File: src/rtl/beat_ctrl_seq.sv
// Hardwired controller for the 4-bit-opcode teaching CPU with an internal one-hot
// beat generator (W1/W2/W3), console-mode sequencer, halt handshake and retired counter.
module beat_ctrl_seq #(
  parameter int CNT_W    = 16,
  parameter bit AUTO_RUN = 1'b0
) (
  input  logic             t3,
  input  logic             clr,
  input  logic             start,
  input  logic [2:0]       sw,
  input  logic [3:0]       ir,
  input  logic             c,
  input  logic             z,
  input  logic             halt_req,
  output logic             halt_ack,
  output logic [2:0]       w,
  output logic             st0,
  output logic [3:0]       s,
  output logic             m,
  output logic             cin,
  output logic [17:0]      ctl,
  output logic [3:0]       sel,
  output logic [CNT_W-1:0] icnt
);

  typedef enum logic [2:0] {S_IDLE, S_W1, S_W2, S_W3, S_HALT} state_t;

  state_t     state;
  logic [2:0] mode_q;
  logic [2:0] mode;
  logic       lir, pcinc, drw, ldz, ldc, abus, sbus, mbus, lar, arinc;
  logic       lpc, pcadd, memw, selctl, cyc_short, cyc_long, stop;
  logic       end_cyc, run_cyc;

  // Mode is sampled live in W1 and frozen for the rest of the cycle, so a
  // console switch change only lands on a cycle boundary.
  always_comb begin
    {lir, pcinc, drw, ldz, ldc, abus, sbus, mbus, lar} = 9'b0;
    {arinc, lpc, pcadd, memw, selctl, cyc_short, cyc_long, stop} = 8'b0;
    s    = 4'b0000;
    m    = 1'b0;
    cin  = 1'b0;
    sel  = 4'b0000;
    mode = (state == S_W1) ? sw : mode_q;
    if (state == S_W1 || state == S_W2 || state == S_W3) begin
      case (mode)
        3'b000: begin
          if (!st0) begin
            if (state == S_W1) {sbus, lpc, cyc_short, stop} = 4'b1111;
          end else if (state == S_W1) begin
            {lir, pcinc} = 2'b11;
          end else if (state == S_W2) begin
            case (ir)
              4'h1: begin {abus, drw, ldz, ldc} = 4'b1111; s = 4'b1001; cin = 1'b1; end
              4'h2: begin {abus, drw, ldz, ldc} = 4'b1111; s = 4'b0110; end
              4'h3: begin {abus, drw, ldz} = 3'b111; s = 4'b1011; m = 1'b1; end
              4'h4: begin {abus, drw, ldz, ldc} = 4'b1111; end
              4'ha: begin {abus, drw, ldz} = 3'b111; s = 4'b0110; m = 1'b1; end
              4'hb: begin {abus, drw, ldz, ldc} = 4'b1111; s = 4'b1111; cin = 1'b1; end
              4'h5, 4'h6: begin {abus, lar, cyc_long} = 3'b111; s = 4'b1010; m = 1'b1; end
              4'h7: pcadd = c;
              4'h8: pcadd = z;
              4'h9: begin {abus, lpc} = 2'b11; s = 4'b1111; m = 1'b1; end
              4'he: stop = 1'b1;
              default: ;
            endcase
          end else begin
            if (ir == 4'h5) {mbus, drw} = 2'b11;
            else if (ir == 4'h6) begin {abus, memw} = 2'b11; s = 4'b1111; m = 1'b1; end
          end
        end
        3'b100: begin
          {selctl, sbus, drw, stop} = 4'b1111;
          sel = (state == S_W1) ? {st0, 3'b001} : {st0, 3'b110};
        end
        3'b011: begin
          {selctl, stop} = 2'b11;
          sel = (state == S_W1) ? 4'b0001 : 4'b1011;
        end
        3'b010, 3'b001: begin
          {cyc_short, stop} = 2'b11;
          if (!st0)                {sbus, lar} = 2'b11;
          else if (mode == 3'b010) {mbus, arinc} = 2'b11;
          else                     {sbus, memw, arinc} = 3'b111;
        end
        default: stop = 1'b1;
      endcase
    end
    end_cyc = (state == S_W1 && cyc_short) || (state == S_W2 && !cyc_long) || (state == S_W3);
    run_cyc = (mode == 3'b000) && st0;
  end

  assign ctl = {lir, pcinc, drw, ldz, ldc, abus, sbus, mbus, lar, arinc,
                lpc, pcadd, memw, selctl, cyc_short, cyc_long, stop, 1'b0};
  assign halt_ack = (state == S_HALT);
  assign w = {state == S_W3, state == S_W2, state == S_W1};

  always_ff @(posedge t3 or posedge clr) begin
    if (clr) begin
      state  <= S_IDLE;
      st0    <= 1'b0;
      icnt   <= '0;
      mode_q <= 3'b000;
    end else begin
      if (state == S_W1) mode_q <= sw;
      case (state)
        S_IDLE: if (start || AUTO_RUN) state <= S_W1;
        S_HALT: if (start && !halt_req) state <= S_W1;
        S_W1:   if (!cyc_short) state <= S_W2;
        S_W2:   if (cyc_long) state <= S_W3;
        S_W3:   ;
        default: state <= S_IDLE;
      endcase
      if (end_cyc) begin
        state <= (stop || halt_req) ? S_HALT : S_W1;
        if (run_cyc) icnt <= icnt + CNT_W'(1);
        if (mode == 3'b100) begin
          if (state == S_W2) st0 <= ~st0;
        end else if (mode == 3'b000 || mode == 3'b010 || mode == 3'b001) begin
          st0 <= 1'b1;
        end
      end
    end
  end

endmodule

File: config.mk
export PLATFORM = sky130hd
export DESIGN_NAME = beat_ctrl_seq
export DESIGN_NICKNAME = d
export VERILOG_FILES = /design/src/rtl/beat_ctrl_seq.sv
export SDC_FILE = /design/constraint.sdc
export NUM_CORES = 1
export LEC_CHECK = 0
export BUFFER_PORTS_ARGS = -buffer_cell sky130_fd_sc_hd__buf_4
export CORE_UTILIZATION = 46
export CTS_CLUSTER_DIAMETER = 150
export CTS_CLUSTER_SIZE = 30
export DETAILED_ROUTE_END_ITERATION = 8
export PLACE_DENSITY = 0.74
export SLEW_MARGIN = 20
export SYNTH_ARGS = -nofsm -noshare
export SYNTH_HDL_FRONTEND = slang
export SYNTH_SLANG_ARGS = --single-unit
File: constraint.sdc
create_clock -name t3 -period 2.9 [get_ports t3]
set_clock_uncertainty 0.2 [all_clocks]
set_input_delay 0.58 -clock t3 [delete_from_list [all_inputs] [get_ports t3]]
set_output_delay 0.58 -clock t3 [all_outputs]
set_load 0.05 [all_outputs]
Yosys cells after proc, flatten, opt, wreduce, memory -nomap -nowiden
Index checks and enable logic that the tools add are counted.
Storage, ports and cells
  logic and storage cells: 178
  output and inout port bits: 49
  memory bits (read-only): 0
  memories: 0
  RAM bits: 0
  latch bits: 0
  flip-flop bits (word level): 23
Cells by class
  mux-type cells: 117
  add/subtract/negate cells: 1
  order comparisons: 0
  bitwise operators: 1
  equal/unequal tests: 26
  $mul: 0
  div/mod/pow operators: 0
  shifts and indexed selects: 0
  reduce and logical (&&, ||, !) cells: 29
Operator list (number)
  $mux W1: 90
  $mux W4: 9
  $mux W3: 8
  $eq A4 B4 Y1 const B: 5
  $pmux W4 S5: 1
  $add A16 B1 Y16 const B: 1
  $eq A4 B3 Y1 const B: 4
  $pmux W3 S5: 1
  $eq A3 B2 Y1 const B: 4
  $pmux W1 S2: 6
  $reduce_or A2 Y1: 6
  $reduce_or A9 Y1: 1
  $eq A4 B2 Y1 const B: 2
  $pmux W4 S2: 1
  $logic_or A1 B1 Y1: 7
  $eq A3 B1 Y1 const B: 2
  $eq A3 B3 Y1 const B: 2
  $logic_not A3 Y1: 2
  $ne A3 B1 Y1 const B: 2
  $reduce_or A6 Y1: 1
  $reduce_and A5 Y1: 1
  $reduce_or A5 Y1: 1
  $eq A4 B1 Y1 const B: 1
  $logic_and A1 B1 Y1: 4
  11 further kinds: 12

Depth between registers and ports, before layout
Gate-level depths: netlist of run 1.
  depth in word-level cells: 14
  gate-level depth with buffers: 9
  depth with buffers taken out: 7

Worst setup path before layout of run 1
No wires, ideal clock.
  kind: register -> output
  from: register state[2]
  to: output port sel[1]
  cell stages (with the launch flop): 7
  path buffers: 1
  slack: -0.633 ns
  arrival: 2.753 ns
  cell sequence: dfrtp_1 > or3b_2 > buf_2 > inv_4 > mux2i_1 > nor2_1 > nor3_1
On the way
  cells in the longest elaborated chain, start to end: 5
  elaborated cells between the ends (all ways): 12
RTL lines
  start, declared: line 28  | state_t state;
  start signal, assigned: line 115  | state <= (stop || halt_req) ? S_HALT : S_W1;
  $eq A3 B1 Y1 *
  named net w[0]: line 16  | output logic [2:0] w,
  $mux W3
  $eq A3 B2 Y1 or $eq A3 B3 Y1 (tied branches): line 46  | case (mode)
  $pmux W4 S2: line 46
  $mux W4 *: line 45  | if (state == S_W1 || state == S_W2 || state == S_W3) begin
  end, declared: line 22  | output logic [3:0] sel,
The timed path passes the listed nets; every way through them passes the cells marked *.

Worst setup path after layout of run 1
  from: register state[2]
  to: output port sel[2]
On the way
  cells in the longest elaborated chain, start to end: 5
  elaborated cells between the ends (all ways): 11
RTL lines
  $eq A3 B1 Y1 *: line 44  | mode = (state == S_W1) ? sw : mode_q;
  $mux W3 *
  named net mode[2]: line 30  | logic [2:0] mode;
  $eq A3 B2 Y1 or $eq A3 B3 Y1 (tied branches): line 46
  $pmux W4 S2 *: line 46
  $mux W4 *: line 45
Marks and branches as above.

==> impl_summary.txt, run 1 <==
----------------------------------------------------
[Synth]
  Synthesized netlist net count ... around 250
  Compound-gate portion of the synthesized area ... 0.162
  Gate count after technology mapping ... 239
  Async set-reset flop share out of synthesis ... 1.00
  Proportion of netlist area held by the largest area contributor ... 0.302
  Top FF cell, synth ... sky130_fd_sc_hd__dfrtp_1
  Simple-gate share of the synthesized area ... 0.294
  Yosys warns ... 0
  Combinational family with the most area after synthesis ... simple AND/OR/NAND/NOR gates
  Fraction of the yosys area taken by sequential cells ... 0.302
  Post-Syn Area per Cell ... 7.98 um^2
  Proportion of synthesized area in mux cells ... 0.0275
  Post-synth cell types ... 53
  Netlist area before placement ... between 1500 and 2000 um^2
  Main area contributors after synthesis ... sky130_fd_sc_hd__dfrtp_1 30%, sky130_fd_sc_hd__xnor2_1 7.8%, sky130_fd_sc_hd__buf_4 7.1%, sky130_fd_sc_hd__nor2_1 5.3%, sky130_fd_sc_hd__nand2_1 4.1%
  Share of synthesized cell area in full adder, half adder and majority cells ... 0.00656
  Leading area contributor after synthesis ... sky130_fd_sc_hd__dfrtp_1
  Number of flops mapped to enable cells by yosys ... 0
  Fraction of synthesized cell area in xor and xnor cells ... 0.0872
  Yosys reg bits ... 23

[Timing]
  Slew Limit Fails ... 0
  Total setup violations reported at the end of the flow ... 0
  RSZ-0062 raised after global routing ... true
  Slew @ Worst Pin ... ~0.8 ns
  Final-report hold violation count ... 0
  Final setup slack of the worst path ... 0.00513 ns
  Period utilisation layout ... 0.998
  Remaining max-slew budget at the tightest pin ... 0.457
  Aggregate negative setup slack ... 0 ns
  Post-layout min period ... 2.89 ns
  Maximum frequency from static timing analysis ... about 0.35 GHz

[Clock tree]
  Number of clock sinks seen by CTS ... 23
  Clock tree from TritonCTS ... yes
  Hold buffers post-CTS ... 0
  Clk Latency, worst-skew pair ... 0.26 ns
  Buffer cell driving the clock tree root ... sky130_fd_sc_hd__clkbuf_8
  Clk slew on worst S/H paths ... around 0.080 ns
  # H-tree levels ... 1
  Number of buffers between clock root and the deepest sink ... 2
  Inserted Clock Buffers ... 3

[Floorplan]
  Starting density of the core ... 0.477
  Die footprint ... 4410 um^2
  Area of the core ... 4000 um^2
  I/O pin count ... 62
  Die outline height ... 66.4 um
  Placement Rows ... 23
  Die X-Extent ... 66.4 um

[Place]
  Routability congestion estimate ... 1.01
  Instance area at placement ... 2400 um^2
  Cell total after placement ... roughly 330
  Worst setup timing slack at the placement stage ... 0.137 ns
  Quantity of I/O buffers inserted on ports ... 60
  HPWL after detailed placement ... ~3.6 mm

[Setup path]
  Critical path endpoint category ... output port
  Worst reg-to-reg path cell count ... 5
  Required time of the critical path ... 2.12 ns
  Critical setup path kind ... register to output port
  Max Fanout on Critical Path ... 8
  Worst EP arrival ... 2.11 ns
  Sort of element at the start of the critical path ... register

[Run status]
  Outcome ... completed

[GRT]
  Met3 capacity usage during global routing ... 0.0534
  Maximum number of pins on one net before global-route repair ... 24
  Via count of the first global-routing pass ... about 1700
  Total GRT Usage ... 0.230
  First-pass GRT wire length ... 7.80 mm
  Met2 Usage GRT ... 0.347
  Met1 track demand over resource in global routing ... 0.323
  Initial antenna violation count ... 0
  Grt total ovfl ... 0
  Grt peak-use layer ... met2

[Routing]
  TritonRoute pass-1 iters ... 6
  Wire per inst ... 14.7 um
  DRC violation count after routing ... 0
  Post-detailed-route via-to-cell ratio ... around 5.6
  Total wirelength of the detailed-routed design ... 5.00 mm
  Number of nets with antenna violations after detailed routing ... 0
  Number of vias in the routed layout ... 1894
  Iter 0 DRT Violations ... 156

[Worst hold path]
  Classification of the worst-slack hold path ... input port to async pin

[Finish]
  Total of fill cells in the finished design ... 339
  Final Core Density ... 0.651
  Top library cells by usage in the layout, fill and taps aside ... 68 x sky130_fd_sc_hd__buf_4, 23 x sky130_fd_sc_hd__dfrtp_1, 21 x sky130_fd_sc_hd__nor2_1
  Final non-filler cell area ... ~2600 um^2
  Final non-filler cell total ... 341
  Number of diodes ... 0
  Fraction of final layout cells sized beyond drive strength 1 ... 0.388
  Number of nets in the final layout ... 306
  Area grow syn2layout ... 36.5%
  Commonest non-fill, non-tap cell in the layout ... sky130_fd_sc_hd__buf_4

[Pwr]
  Worst-case vdd ir drop ... between 600 and 700 uV
  Leak Pwr ... 0.00116 uW
  Pwr/cell area ... 1020 nW/um^2

[Flow run]
  Max capacitance violation total ... 0

----------------------------------------------------
## metal layers
| layer | routed length, um | up-vias |
|---|---|---|
| met5 | 0 | - |
| met4 | 30 | 0 |
| met3 | 305 | 4 |
| met2 | 2390 | 64 |
| met1 | 2270 | 902 |
| li1 | - | 924 |
## where the power goes
| group | switching (uW) | total, uW | internal (uW) |
|---|---|---|---|
| Clock | 97.2 | 194 | 96.9 |
| Combinational | 1270 | 2010 | 740 |
| Sequential | 69.1 | 454 | 384 |
## worst max-delay path, cell delays in order, from the launching register on
cell and delay (ns):
sky130_fd_sc_hd__dfrtp_1 0.38, sky130_fd_sc_hd__or3b_4 0.44, sky130_fd_sc_hd__inv_8 0.11, sky130_fd_sc_hd__mux2i_4 0.32, sky130_fd_sc_hd__clkinv_4 0.15, sky130_fd_sc_hd__buf_6 0.15, sky130_fd_sc_hd__and3_4 0.17, sky130_fd_sc_hd__buf_6 0.15
## sequential cells by signal (all words and copies together), names as in the netlist
signal and flops:
state 3, st0 1, icnt 16, mode_q 3
## cells in the mapped netlist (3+ instances only)
cell	number
sky130_fd_sc_hd__a21oi_1	15
sky130_fd_sc_hd__a31oi_1	4
sky130_fd_sc_hd__and3_1	8
sky130_fd_sc_hd__buf_2	5
sky130_fd_sc_hd__buf_4	18
sky130_fd_sc_hd__clkbuf_1	5
sky130_fd_sc_hd__dfrtp_1	23
sky130_fd_sc_hd__inv_1	6
sky130_fd_sc_hd__mux2i_1	3
sky130_fd_sc_hd__nand2_1	21
sky130_fd_sc_hd__nand2b_1	5
sky130_fd_sc_hd__nand3_1	6
sky130_fd_sc_hd__nand4_1	10
sky130_fd_sc_hd__nor2_1	27
sky130_fd_sc_hd__nor2b_1	4
sky130_fd_sc_hd__nor3_1	7
sky130_fd_sc_hd__o21a_1	3
sky130_fd_sc_hd__o21ai_0	10
sky130_fd_sc_hd__or3_1	3
sky130_fd_sc_hd__xnor2_1	17
## cells by family (layout without fill, tap and decap cells)
family / count (synthesis) / in the layout
muxes: 5 / 5
adders and majority gates: 1 / 1
xor gates and xnor gates: 19 / 19
and+or+nand+nor: 105 / 105
buffers and inverters: 38 / 90
other: 1 / 1
DFF: 23 / 23
AOI/OAI and AO/OA: 47 / 47
## stage by stage
step	hold slack (ns)	power, uW
after floorplan	0.382	1800
after global placement	0.263	2170
after detailed placement	0.265	2180
after CTS	0.280	2450
after global routing	0.296	2810
final	0.276	2660
## layout make-up
type | count | area [um^2] | area share
well taps | 50 | 62.6 | 0.0240
repair buffers | 77 | 616 | 0.236
clock buffers | 3 | 41.3 | 0.0159
inverters | 9 | 46.3 | 0.0178
clock inverters | 1 | 7.51 | 0.00288
multi-input cells | 178 | 1250 | 0.482
flip-flops and latches | 23 | 576 | 0.221
## final timing paths
kind,end,slack [ns],start
hold / removal,icnt[4],0.28,clr
setup / recovery,sel[2],0.005,state[2]
setup reg to reg,icnt[1],0.43,state[2]
min in group t3,icnt[15],0.28,icnt[15]
hold reg to reg,icnt[15],0.28,icnt[15]
max in group asynchronous,state[0],1.72,clr
## what timing repair did
action | CTS | global route
pin swaps | 0 | 7
setup buffers | 1 | 3
setup endpoints to repair | 11 | 10
gates resized for setup | 8 | 22
cloned | 0 | 0
hold endpoints to repair | 0 | 0
Note: power is estimated with default switching activity, not from simulation.
==> run 2: changes to the inputs <==
Settings changed: CORE_MARGIN set to 3, PLACE_DENSITY 0.74 to 0.72.
Clock period 2.9 ns to 2.8 ns, I/O delays scaled along.
==> run 2 against run 1 <==
The run now ends with negative setup slack left. First-iteration DRC count fell by 22%. Setup slack got worse by 0.073 ns. Via count rose by 0.32%. Critical endpoint is now ctl[4]. Count of clock-buffer cells in the layout rose by 1. Global-route usage fell by 1.6 points. Power rose by 3.2%. Cell count rose by 0.59%. Utilization rose by 3.4 points. Design area rose by 0.67%. Die area rose by 12%.
==> impl_summary.txt, run 2 (synthesis gave the netlist of run 1 again) <==
----------------------------------------------------
[Pwr]
  Proportion of total power due to net switching ... 0.536
  Pwr/cell area ... about 1000 nW/um^2
  Worst-case vdd ir drop ... between 400 and 500 uV
  Share of total power in the clock network ... 0.072
  Internal power ... approximately 1300 uW
  Sequential share of power ... 0.188
  Leak Pwr ... 0.00117 uW
  Net load switching power ... 1470 uW
  Part of the power in combinational logic ... 0.740

[Routing]
  DRC violation count after routing ... 0
  Iter 0 DRT Violations ... roughly 120
  Number of nets with antenna violations after detailed routing ... 0
  TritonRoute pass-1 iters ... 4
  Wire per inst ... 14.8 um
  Total wirelength of the detailed-routed design ... 5.08 mm
  Number of vias in the routed layout ... 1900
  Post-detailed-route via-to-cell ratio ... 5.54

[Floorplan]
  Area of the core ... roughly 3800 um^2
  Placement Rows ... 22
  I/O pin count ... just over 60
  Die X-Extent ... 70.4 um
  Die footprint ... approximately 5000 um^2
  Die outline height ... 70.4 um
  Starting density of the core ... 0.499

[Timing]
  Period utilisation layout ... 1.02
  Final setup slack of the worst path ... -0.0679 ns
  Total setup violations reported at the end of the flow ... 8
  Final-report hold violation count ... 0
  Slew @ Worst Pin ... 0.836 ns
  Slew Limit Fails ... 0
  Remaining max-slew budget at the tightest pin ... 0.442
  RSZ-0062 raised after global routing ... true
  Post-layout min period ... between 2 and 3 ns
  Worst-case hold slack ... 0.265 ns
  Maximum frequency from static timing analysis ... 0.349 GHz

[GRT]
  First-pass GRT wire length ... 8.84 mm
  Grt total ovfl ... 0
  Total GRT Usage ... 0.214
  Maximum number of pins on one net before global-route repair ... 24
  Via count of the first global-routing pass ... 1837
  Initial antenna violation count ... 0

[Finish]
  Top library cells by usage in the layout, fill and taps aside ... 72 x sky130_fd_sc_hd__buf_4, 23 x sky130_fd_sc_hd__nor2_1, 22 x sky130_fd_sc_hd__dfrtp_1
  Fraction of final layout cells sized beyond drive strength 1 ... 0.386
  Register name with the most flops ... icnt
  Total of fill cells in the finished design ... 332
  Number of diodes ... 0
  Registers with the most flip-flops ... icnt: 16 flops, mode_q: 3 flops, state: 3 flops
  Largest register FFs ... 16
  Number of nets in the final layout ... 310
  Final non-filler cell total ... 343
  Final non-filler cell area ... 2620 um^2
  Commonest non-fill, non-tap cell in the layout ... sky130_fd_sc_hd__buf_4
  Area grow syn2layout ... 37.4%

[Setup path]
  Worst EP arrival ... 2.11 ns
  Required time of the critical path ... 2.04 ns
  Cell class contributing the biggest share of worst-path delay ... simple AND/OR/NAND/NOR gates
  Max Fanout on Critical Path ... 8
  Critical path, cell by cell ... or3b_4 > inv_12 > mux2i_4 > clkinv_4 > nor2_4 > nor3_1 > buf_4
  Buf/Inv on CP ... 3
  Slowest Stage Delay on Critical Path ... between 0.4 and 0.5 ns
  CP max stage cell ... sky130_fd_sc_hd__or3b_4
  Critical setup path kind ... register to output port
  Critical path endpoint category ... output port
  Sort of element at the start of the critical path ... register

[Place]
  Routability congestion estimate ... 0.875
  HPWL after detailed placement ... ~3.7 mm
  Instance area at placement ... 2440 um^2
  Quantity of I/O buffers inserted on ports ... 60
  Cell total after placement ... roughly 340

[Worst hold path]
  Classification of the worst-slack hold path ... input port to async pin

[Clock tree]
  Hold buffers post-CTS ... 0
  Number of buffers between clock root and the deepest sink ... 2
  # H-tree levels ... 1
  Inserted Clock Buffers ... 3
  Number of clock sinks seen by CTS ... 23
  Buffer cell driving the clock tree root ... sky130_fd_sc_hd__clkbuf_8
  Clk slew on worst S/H paths ... 0.07 ns
  Clk Latency, worst-skew pair ... 0.26 ns
  Clock tree from TritonCTS ... yes

[Flow run]
  Max capacitance violation total ... 0

[Run status]
  Outcome ... finished with violations
  Failing checks ... negative setup slack

----------------------------------------------------
## run 2: cell types whose count changed in the layout (fill, tap and decap cells not counted), sizes merged
cell,delta
clkinvlp,-1
clkbuf,+1
buf,+4
## run 2: routing by layer
| layer | up-vias | track usage | part of all wire |
|---|---|---|---|
| met3 | 8 | 0.0547 | 0.059 |
| met1 | 906 | 0.302 | 0.45 |
| li1 | 930 | - | - |
| met5 | - | 0 | 0 |
| met2 | 56 | 0.322 | 0.48 |
| met4 | 0 | 0.0617 | 0.014 |
## run 2: area by class of cell
cell class,instances,area [um^2],area share
multi-input combinational,178,1240,0.474
timing repair buffer,81,646,0.246
sequential,23,577,0.220
tap,48,60.1,0.0229
inverter,9,51.3,0.0196
clock buffer,4,45.0,0.0172
## run 2: final timing paths
kind / startpoint / endpoint / slack, ns / cells past startpoint
setup / recovery: state[1] / ctl[4] / -0.07 / 7
hold / removal: clr / mode_q[0] / 0.27 / 2
setup reg to reg: state[1] / icnt[1] / 0.33 / 5
hold reg to reg: icnt[15] / icnt[15] / 0.28 / 1
max in group asynchronous: clr / st0 / 1.57 / 2
min in group t3: icnt[15] / icnt[15] / 0.28 / 1
## run 2: through the flow
stage                     worst slack (ns)  TNS, ns  total power [uW]  utilization
final                              -0.0679   -0.209              2740        0.685
after detailed placement            0.0230        0              2310        0.638
after global placement              0.0266        0              2310        0.638
after global routing                -0.145    -1.11              2910        0.685
after CTS                          -0.0811   -0.229              2650        0.673
after floorplan                     -0.106   -0.212              1890            -
## run 2: power by group through the flow
stage	Clock [uW]	Combinational (uW)	Sequential, uW
after floorplan	0	1340	548
after global placement	0	1800	506
after detailed placement	0	1800	506
after CTS	201	1930	512
after global routing	223	2160	530
final	196	2030	516
## run 2: what timing repair did
action,CTS,global route
pin swaps,4,4
setup buffers,2,1
setup endpoints to repair,11,12
hold endpoints to repair,0,0
resized for setup,16,11
